File: src/rtl/gon_row_collector_pkg.sv
// gon_row_collector_pkg: shared widths, FSM encoding and out_data field offsets for the row collector.
package gon_row_collector_pkg;
  localparam int ID_LEN_DEF = 5;
  localparam int VALUE_LEN_DEF = 32;
  typedef enum logic {IDLE = 1'b0, REQ = 1'b1} state_t;
  function automatic int off_col(input int vlen);
    return vlen;
  endfunction
  function automatic int off_row(input int vlen, input int ilen);
    return vlen + ilen;
  endfunction
  function automatic int off_tmo(input int vlen, input int ilen);
    return vlen + 2 * ilen;
  endfunction
endpackage

File: src/rtl/gon_collect_fifo.sv
// gon_collect_fifo: power-of-two synchronous FIFO with occupancy count; pops on an empty FIFO are ignored.
module gon_collect_fifo #(
  parameter int WIDTH = 8,
  parameter int DEPTH = 4
) (
  input  logic                     clk,
  input  logic                     rst,
  input  logic                     push,
  input  logic [WIDTH-1:0]         din,
  input  logic                     pop,
  output logic [WIDTH-1:0]         dout,
  output logic [$clog2(DEPTH):0]   count
);
  localparam int AW = $clog2(DEPTH);
  logic [WIDTH-1:0] mem [DEPTH];
  logic [AW-1:0] wr_ptr, rd_ptr;
  logic pop_ok;
  assign pop_ok = pop && (count != '0);
  assign dout = mem[rd_ptr];
  always_ff @(posedge clk) begin
    if (push) mem[wr_ptr] <= din;
  end
  always_ff @(posedge clk) begin
    if (rst) begin
      wr_ptr <= '0;
      rd_ptr <= '0;
      count  <= '0;
    end else begin
      if (push) wr_ptr <= wr_ptr + 1'b1;
      if (pop_ok) rd_ptr <= rd_ptr + 1'b1;
      count <= count + (AW+1)'(push) - (AW+1)'(pop_ok);
    end
  end
endmodule

File: src/rtl/gon_row_collector.sv
// gon_row_collector: single-outstanding X-bus row read collector feeding a result FIFO.
// Optional request timeout is enabled by defining GON_COLLECT_TIMEOUT_EN.
module gon_row_collector
  import gon_row_collector_pkg::*;
#(
  parameter int ROW_NUMS       = 12,
  parameter int ID_LEN         = ID_LEN_DEF,
  parameter int VALUE_LEN      = VALUE_LEN_DEF,
  parameter int FIFO_DEPTH     = 4,
  parameter int TIMEOUT_CYCLES = 16
) (
  input  logic                              clk,
  input  logic                              rst,
  input  logic                              req_valid,
  output logic                              req_ready,
  input  logic [ID_LEN-1:0]                 req_row,
  input  logic [ID_LEN-1:0]                 req_col,
  output logic [ROW_NUMS*(ID_LEN+1)-1:0]    xbus_ready_tag,
  input  logic [ROW_NUMS*(VALUE_LEN+1)-1:0] xbus_enable_value,
  output logic                              out_valid,
  input  logic                              out_ready,
  output logic [VALUE_LEN+2*ID_LEN:0]       out_data,
  output logic                              busy,
  output logic                              err_row
);
  localparam int DW = VALUE_LEN + 2 * ID_LEN + 1;
  localparam int CW = $clog2(FIFO_DEPTH) + 1;
  localparam int OFF_COL = off_col(VALUE_LEN);
  localparam int OFF_ROW = off_row(VALUE_LEN, ID_LEN);
  localparam int OFF_TMO = off_tmo(VALUE_LEN, ID_LEN);
  if (FIFO_DEPTH < 2 || TIMEOUT_CYCLES < 1) begin : g_bad_cfg
    $error("gon_row_collector: invalid FIFO_DEPTH or TIMEOUT_CYCLES");
  end
  state_t state, state_n;
  logic [ID_LEN-1:0] row_q, col_q;
  logic [CW-1:0] count;
  logic [DW-1:0] push_data;
  logic accept, in_range, hit, tmo, push;
  logic [VALUE_LEN-1:0] hit_val;
  assign req_ready = (state == IDLE) && (count < CW'(FIFO_DEPTH)) && !rst;
  assign accept    = req_valid && req_ready;
  assign in_range  = 32'(req_row) < 32'(ROW_NUMS);
  assign busy      = state == REQ;
  assign out_valid = count != '0;
  for (genvar r = 0; r < ROW_NUMS; r++) begin : g_row
    assign xbus_ready_tag[r*(ID_LEN+1) +: ID_LEN+1] =
      (busy && 32'(row_q) == r) ? {1'b1, col_q} : '0;
  end
  // Only the latched row's enable/value is observed; other rows are ignored.
  always_comb begin
    hit = 1'b0;
    hit_val = '0;
    for (int i = 0; i < ROW_NUMS; i++) begin
      if (32'(row_q) == i) begin
        hit = xbus_enable_value[i*(VALUE_LEN+1) + VALUE_LEN];
        hit_val = xbus_enable_value[i*(VALUE_LEN+1) +: VALUE_LEN];
      end
    end
  end
`ifdef GON_COLLECT_TIMEOUT_EN
  localparam int TW = $clog2(TIMEOUT_CYCLES + 1);
  logic [TW-1:0] tmo_cnt;
  assign tmo = busy && !hit && tmo_cnt == TW'(TIMEOUT_CYCLES - 1);
  always_ff @(posedge clk) begin
    tmo_cnt <= (rst || !busy || hit || tmo) ? '0 : tmo_cnt + 1'b1;
  end
`else
  assign tmo = 1'b0;
`endif
  always_comb begin
    push_data = '0;
    push_data[OFF_TMO] = tmo;
    push_data[OFF_ROW +: ID_LEN] = row_q;
    push_data[OFF_COL +: ID_LEN] = col_q;
    push_data[0 +: VALUE_LEN] = tmo ? '0 : hit_val;
  end
  always_comb begin
    state_n = state;
    push = 1'b0;
    if (state == IDLE) state_n = (accept && in_range) ? REQ : IDLE;
    else if (hit || tmo) begin
      push = 1'b1;
      state_n = IDLE;
    end
  end
  always_ff @(posedge clk) begin
    if (rst) begin
      state   <= IDLE;
      err_row <= 1'b0;
    end else begin
      state <= state_n;
      if (accept && !in_range) err_row <= 1'b1;
    end
  end
  always_ff @(posedge clk) begin
    if (accept && in_range) begin
      row_q <= req_row;
      col_q <= req_col;
    end
  end
  gon_collect_fifo #(.WIDTH(DW), .DEPTH(FIFO_DEPTH)) u_fifo (
    .clk(clk),
    .rst(rst),
    .push(push),
    .din(push_data),
    .pop(out_valid && out_ready),
    .dout(out_data),
    .count(count)
  );
endmodule

File: config.mk
export PLATFORM = sky130hd
export DESIGN_NAME = gon_row_collector
export DESIGN_NICKNAME = d
export VERILOG_FILES = /design/src/rtl/gon_row_collector_pkg.sv /design/src/rtl/gon_collect_fifo.sv /design/src/rtl/gon_row_collector.sv
export SDC_FILE = /design/constraint.sdc
export NUM_CORES = 1
export LEC_CHECK = 0
export ABC_AREA = 1
export CORE_AREA = 2 2 208 210
export DETAILED_ROUTE_END_ITERATION = 12
export DIE_AREA = 0 0 210 212
export GPL_ROUTABILITY_DRIVEN = 0
export HOLD_SLACK_MARGIN = 0.1
export PLACE_DENSITY_LB_ADDON = 0.05
export SLEW_MARGIN = 20
export SYNTH_ARGS = -nofsm -noshare
export SYNTH_HDL_FRONTEND = slang
export SYNTH_HIERARCHICAL = 1
export SYNTH_SLANG_ARGS = --single-unit
File: constraint.sdc
create_clock -name clk -period 4.25 [get_ports clk]
set_clock_uncertainty 0.2 [all_clocks]
set_input_delay 1.0625 -clock clk [delete_from_list [all_inputs] [get_ports clk]]
set_output_delay 1.0625 -clock clk [all_outputs]
set_load 0.005 [all_outputs]
==> results of run 1 <==
[tightest hold or removal path: stages (launching register included)]
cell,delay [ns]
dfxtp_1,0.33
a21oi_1,0.06
nor2_1,0.08
[final cells by class]
cell class              instances  area [um2]
diodes                         12        30.0
clock buffers                  18         429
clock inverters                14         116
fillers                      4422       25000
inverters                     148         556
repair buffers                568        5650
multi-input cells             988        4340
flip-flops and latches        193        5690
well taps                     546         683
[metal layers]
metal  up-vias  part of all wire [%]  GRT usage [%]
li1       5595                     -              -
met1      5329                    42           30.1
met2       381                    51           43.0
met3        48                   6.1           5.61
met4         4                   1.5           6.95
met5         -                 0.043              0
[placed cells by master (no fill, tap or decap), types with 2 or more instances in the layout]
master           Yosys  layout
nand2_1            388     388
nand3_1             64      64
or2_1                2       2
conb_1               1       4
buf_12               0       5
inv_2               10      14
nor2_1             292     291
inv_1              137     133
clkdlybuf4s50_1      0     528
edfxtp_1           182     182
nor3_1               2       2
ha_1                 6       6
o22ai_1             46      46
o21ai_0             83      83
nand4_1             41      41
clkinv_1             1       4
nor2_4               7       8
nand2_2              2       2
a21oi_1             15      15
o21ai_1             15      15
diode_2              0      12
buf_4               11      35
clkinv_4             0       2
clkinvlp_4           0       4
or2_2                8       8
dfxtp_1             11      10
clkinv_2             0       2
clkbuf_16            0      17
inv_6                0       2
nor2_2               5       5
[stage by stage]
stage,power [uW],setup WS (ns)
3_3_place_gp,2690,0.543
5_1_grt,4300,0.0620
4_1_cts,4180,0.156
2_1_floorplan,2220,1.17
6_report,4150,0.260
3_5_place_dp,2690,0.540
[state kept, by name (all words and copies together) (netlist names), named ones only]
register,cells
u_fifo/mem,172
col_q,5
row_q,5
u_fifo/count,3
u_fifo/rd_ptr,2
u_fifo/wr_ptr,2
busy,1
err_row,1
[cells by family (layout without fill, tap and decap cells)]
family / Yosys count / count (layout) / share of synthesized area, %
flip-flops: 193 / 193 / 52.0
other: 1 / 16 / 0.0343
buffers and inverters: 214 / 748 / 8.38
AO/OA/AOI/OAI: 163 / 163 / 8.07
AND/OR/NAND/NOR: 814 / 814 / 30.6
adder cells (fa/ha/maj): 7 / 7 / 0.870
[worst paths after layout]
| path | endpoint | start | cells past startpoint | slack, ns |
|---|---|---|---|---|
| max | xbus_ready_tag[54] | row_q[1] | 8 | 0.26 |
| min reg2reg | flip-flop | u_fifo/rd_ptr[0] | 2 | 0.30 |
| max reg2reg | u_fifo/count[2] | row_q[0] | 16 | 0.90 |
| min | flip-flop | u_fifo/rd_ptr[0] | 2 | 0.30 |
[power groups by stage]
stage | sequential (uW) | clock [uW] | combinational, uW
after floorplan | 2130 | 0 | 91.3
after global placement | 2130 | 0 | 558
after detailed placement | 2130 | 0 | 559
after CTS | 2090 | 1540 | 561
after global routing | 2090 | 1620 | 596
final | 2090 | 1500 | 558
==> summary.txt, run 1 <==
GRT
  • First-pass GRT wire length: 77300 um
  • Congestion Overflow GR: 0
  • Initial antenna violation count: 17
  • GRT Overall Usage: 24.5%
  • Vias in the first global route: 11.0k
  • Largest net degree at the start of global routing: 87

Layout
  • Design Area, Final: 17500 um2
  • Nets: 2333
  • Non-Filler Instances: 2487
  • Area growth syn-to-layout: 60.1%
  • Post-layout util: 41.2%
  • Share of cells above drive strength 1: 5.50%

Die
  • Die H: 212 um
  • Boundary pin count: 529
  • Core area: 42500 um2
  • Row cnt: 76
  • Die X-Extent: 210 um
  • Initial Util: 25.7%
  • Die area: 44500 um2

Setup path
  • Most common cell on crit path: nor2_1
  • Buffers and inverters on the worst path: 3
  • CP Data Required Time: 2.99 ns
  • Worst setup EP type: primary output
  • Kind of critical path: reg2out
  • Arrival time worst endpoint: 2.73 ns
  • Crit-path slowest cell: clkdlybuf4s50_1
  • Startpoint types: flip-flop
  • Critical path, cell by cell: nor2_1, nand2_2, nor2_4, inv_2, nor2_2, inv_1, nor2_1, clkdlybuf4s50_1
  • Maximum fanout along the worst path: 19
  • Crit-path max cell delay: 0.56 ns
  • Crit-path leading delay family: simple AND/OR/NAND/NOR gates

Synth
  • Synthesized instance count: 1392
  • Synth unique cells: 34
  • Area share of the largest cell type after synthesis: 50.0%
  • Synth Cell Area: 10900 um2
  • Most common cell in the netlist: nand2_1
  • Number of flops mapped to enable cells by yosys: 182
  • Post-synthesis sequential area ratio: 52.0%
  • Average size of a mapped cell: 7.85 um2
  • Most frequent cells after synthesis: nand2_1, nor2_1, edfxtp_1
  • Yosys top cell by area: edfxtp_1
  • FFs w/ async S/R, synth: 0%
  • Main flop type after synthesis: edfxtp_1
  • Register bit count reported by yosys: 193
  • Synthesis Warnings: 6
  • Main area contributors after synthesis: edfxtp_1, nand2_1, nor2_1

Clock network
  • CTS Hold Bufs: 0
  • CTS sink count: 193
  • Clock root buffer: clkbuf_16
  • CTS HTree Levels: 4
  • # resized after CTS: 0
  • Number of CTS-inserted buffers: 17
  • Post-CTS Setup Bufs: 0
  • CTS tree: done
  • Clk buf depth: 2
  • Clk slew on worst S/H paths: 0.07 ns
  • Worst skew pair latency: 0.43 ns

Placed design
  • HPWL after DPL: 44600 um
  • Placement Cell Area: 16900 um2
  • PortBufs: 528
  • Cell count after placement: 2441

Power
  • Comb pwr share: 13.4%
  • Pleak: 0.00684 uW
  • PD cells: 237 nW/um2
  • Max IR drop VDD: 273 uV
  • Internal: 3260 uW
  • Net switching power: 887 uW
  • Switching Fraction: 21.4%
  • Seq pwr share: 50.4%
  • Clk network pwr share: 36.2%

Timing
  • Pins over their slew limit: 0
  • Worst slew margin: 48.9%
  • RSZ-0062 raised after global routing: no
  • Hold Slack: 0.299 ns
  • Final Hold Vio Count: 0
  • Setup Total Neg Slack: 0 ns
  • Worst Tran Pin Value: 0.765 ns
  • Final period utilization: 93.9%
  • Final setup viols: 0
  • Tmin final: 3.99 ns
  • Peak Freq: 251 MHz

Detailed routing
  • Vias per cell: 4.57
  • Initial drt markers: 639
  • Pre-antenna DRT Iters: 5
  • Post-Route WL: 55900 um
  • Residual DRC: 0
  • Wire per inst: 22.5 um
  • Vias: 11.4k
  • Final antenna-violating net count: 0

Run status
  • Outcome: complete, no violations

Worst hold path
  • Hold Crit Class: reg2reg

Flow run
  • Total of max-cap violations: 0
(Power assumes the default switching activity.)
==> inputs of run 2 (changes only) <==
Settings changed: CAP_MARGIN set to 20.
Clock period 4.25 ns to 4.2 ns, I/O delays scaled along.
==> summary.txt, run 2 (synthesis results as in run 1) <==
Run status
  • Outcome: complete, no violations (unchanged)

Die
  • Row cnt: 76 (unchanged)
  • Initial Util: 25.7% (unchanged)
  • Die area: 44500 um2 (unchanged)
  • Die H: 212 um (unchanged)
  • Boundary pin count: 529 (unchanged)
  • Core area: 42500 um2 (unchanged)
  • Die X-Extent: 210 um (unchanged)

Setup path
  • Most common cell on crit path: nor2_1 (unchanged)
  • Worst setup EP type: primary output (unchanged)
  • Maximum fanout along the worst path: 19 (unchanged)
  • Kind of critical path: reg2out (unchanged)
  • Crit-path max cell delay: 0.56 ns (about the same)
  • Critical path, cell by cell: nor2_1, nand2_2, nor2_4, inv_2, nor2_2, inv_1, nor2_1, clkdlybuf4s50_1 (unchanged)
  • Arrival time worst endpoint: 2.70 ns (was 2.73 ns)
  • Startpoint types: flip-flop (unchanged)
  • CP Data Required Time: 2.95 ns (was 2.99 ns)
  • Crit-path slowest cell: clkdlybuf4s50_1 (unchanged)

Detailed routing
  • Post-Route WL: 55300 um (was 55900 um)
  • Residual DRC: 0 (unchanged)
  • Pre-antenna DRT Iters: 5 (unchanged)
  • Vias per cell: 4.57 (about the same)
  • Top Metal Used: met5 (unchanged)
  • Routed length on met1: 22900 um (was 23200 um)
  • Final antenna-violating net count: 0 (unchanged)
  • Wire per inst: 22.3 um (was 22.5 um)
  • Routed met2 length: 28300 um (was 28400 um)
  • Initial drt markers: 587 (was 639)
  • DR WL met3: 3340 um (was 3380 um)
  • Vias: 11.3k (was 11.4k)

Power
  • Pleak: 0.00684 uW (about the same)
  • Max IR drop VDD: 258 uV (was 273 uV)
  • PD cells: 243 nW/um2 (was 237 nW/um2)

Timing
  • Peak Freq: 253 MHz
  • Worst slew margin: 48.8% (was 48.9%)
  • Setup Total Neg Slack: 0 ns (unchanged)
  • Tmin final: 3.95 ns
  • Worst Tran Pin Value: 0.767 ns (was 0.765 ns)
  • RSZ-0062 raised after global routing: no (unchanged)
  • Final setup viols: 0 (unchanged)
  • Pins over their slew limit: 0 (unchanged)
  • Final Hold Vio Count: 0 (unchanged)
  • Hold Slack: 0.289 ns (was 0.299 ns)
  • Final period utilization: 94.1%

Layout
  • Area growth syn-to-layout: 59.9% (was 60.1%)
  • # fillers: 4352 (was 4422)
  • Share of cells above drive strength 1: 5.44% (was 5.50%)
  • Most frequent cells in the layout: clkdlybuf4s50_1, nand2_1, nor2_1, edfxtp_1, inv_1 (unchanged)
  • Reg with most FFs: u_fifo/mem (unchanged)
  • Max reg flops: 172 (unchanged)
  • Nets: 2333 (unchanged)
  • Biggest regs: u_fifo/mem x172, col_q x5, row_q x5 (unchanged)
  • Commonest non-fill, non-tap cell in the layout: clkdlybuf4s50_1 (unchanged)

GRT
  • Congestion Overflow GR: 0 (unchanged)
  • Vias in the first global route: 10.9k (was 11.0k)
  • GRT Overall Usage: 24.2% (was 24.5%)
  • First-pass GRT wire length: 76500 um (was 77300 um)
  • Initial antenna violation count: 10 (was 17)
  • Largest net degree at the start of global routing: 87 (unchanged)

Clock network
  • Worst skew pair latency: 0.44 ns (was 0.43 ns)
  • CTS tree: done (unchanged)
  • CTS Hold Bufs: 0 (unchanged)
  • Clk buf depth: 2 (unchanged)
  • CTS sink count: 193 (unchanged)
  • Number of CTS-inserted buffers: 17 (unchanged)
  • Clk slew on worst S/H paths: 0.07 ns (about the same)
  • CTS HTree Levels: 4 (unchanged)
  • Clock root buffer: clkbuf_16 (unchanged)

Flow run
  • Total of max-cap violations: 0 (unchanged)

Placed design
  • PortBufs: 528 (unchanged)
  • HPWL after DPL: 44200 um (was 44600 um)

Worst hold path
  • Hold Crit Class: reg2reg (unchanged)
run 2: cell types whose count changed in the layout (fill, tap and decap cells not counted):
cell | previous run | this run
clkinv_2 | 2 | 3
inv_6 | 2 | 1
diode_2 | 12 | 8
buf_4 | 35 | 37
bufinv_16 | 1 | 2
clkinv_1 | 4 | 1
buf_12 | 5 | 3
clkbuf_1 | 1 | 5
clkinv_4 | 2 | 0
run 2: report_power, final:
| group | internal (uW) | switching (uW) |
|---|---|---|
| Combinational | 377 | 187 |
| Sequential | 2110 | 5.57 |
| Clock | 876 | 691 |
| Total | 3360 | 883 |
run 2: metrics by stage:
stage / setup slack (ns) / instances / util [%] / instance area, um2 / total power (uW)
after global routing: 0.102 / 2481 / 41.1 / 17500 / 4390
after detailed placement: 0.496 / 2441 / 39.7 / 16900 / 2720
after CTS: 0.137 / 2473 / 41.0 / 17400 / 4270
after global placement: 0.502 / 2441 / 39.7 / 16900 / 2720
after floorplan: 1.13 / 1395 / - / 10900 / 2250
final: 0.249 / 2483 / 41.1 / 17500 / 4240
run 2: layer usage:
layer	global-route usage [%]	up-vias
met2	43.5	367
met1	29.6	5336
met3	5.35	46
met4	5.58	2
li1	-	5585
met5	0	-
run 2: path summary, 6_finish.rpt:
path,startpoint,end,cells past startpoint,slack (ns)
setup / recovery,row_q[1],xbus_ready_tag[54],8,0.25
setup reg to reg,row_q[1],u_fifo/count[2],15,0.86
hold reg to reg,u_fifo/rd_ptr[0],u_fifo/rd_ptr[0],2,0.29
hold / removal,u_fifo/rd_ptr[0],u_fifo/rd_ptr[0],2,0.29
run 2: final cells by class:
| cell class | count | area (um2) | area share, % |
|---|---|---|---|
| sequential | 193 | 5690 | 32.6 |
| timing repair buffer | 568 | 5620 | 32.2 |
| multi-input combinational | 988 | 4340 | 24.9 |
| tap | 546 | 683 | 3.91 |
| inverter | 148 | 556 | 3.18 |
| clock buffer | 22 | 444 | 2.54 |
| clock inverter | 10 | 114 | 0.652 |
| antenna | 8 | 20.0 | 0.115 |
run 2: critical path, delay by kind of cell, from the launching register on:
| kind | cells | cell delay (ns) |
|---|---|---|
| AND/OR/NAND/NOR | 5 | 0.92 |
| buffers and inverters | 3 | 0.84 |
| flip-flops | 1 | 0.52 |
run 2: timing repair:
action	CTS	global route
gates resized for setup	0	0
setup endpoints to repair	0	2
buffers inserted	0	2
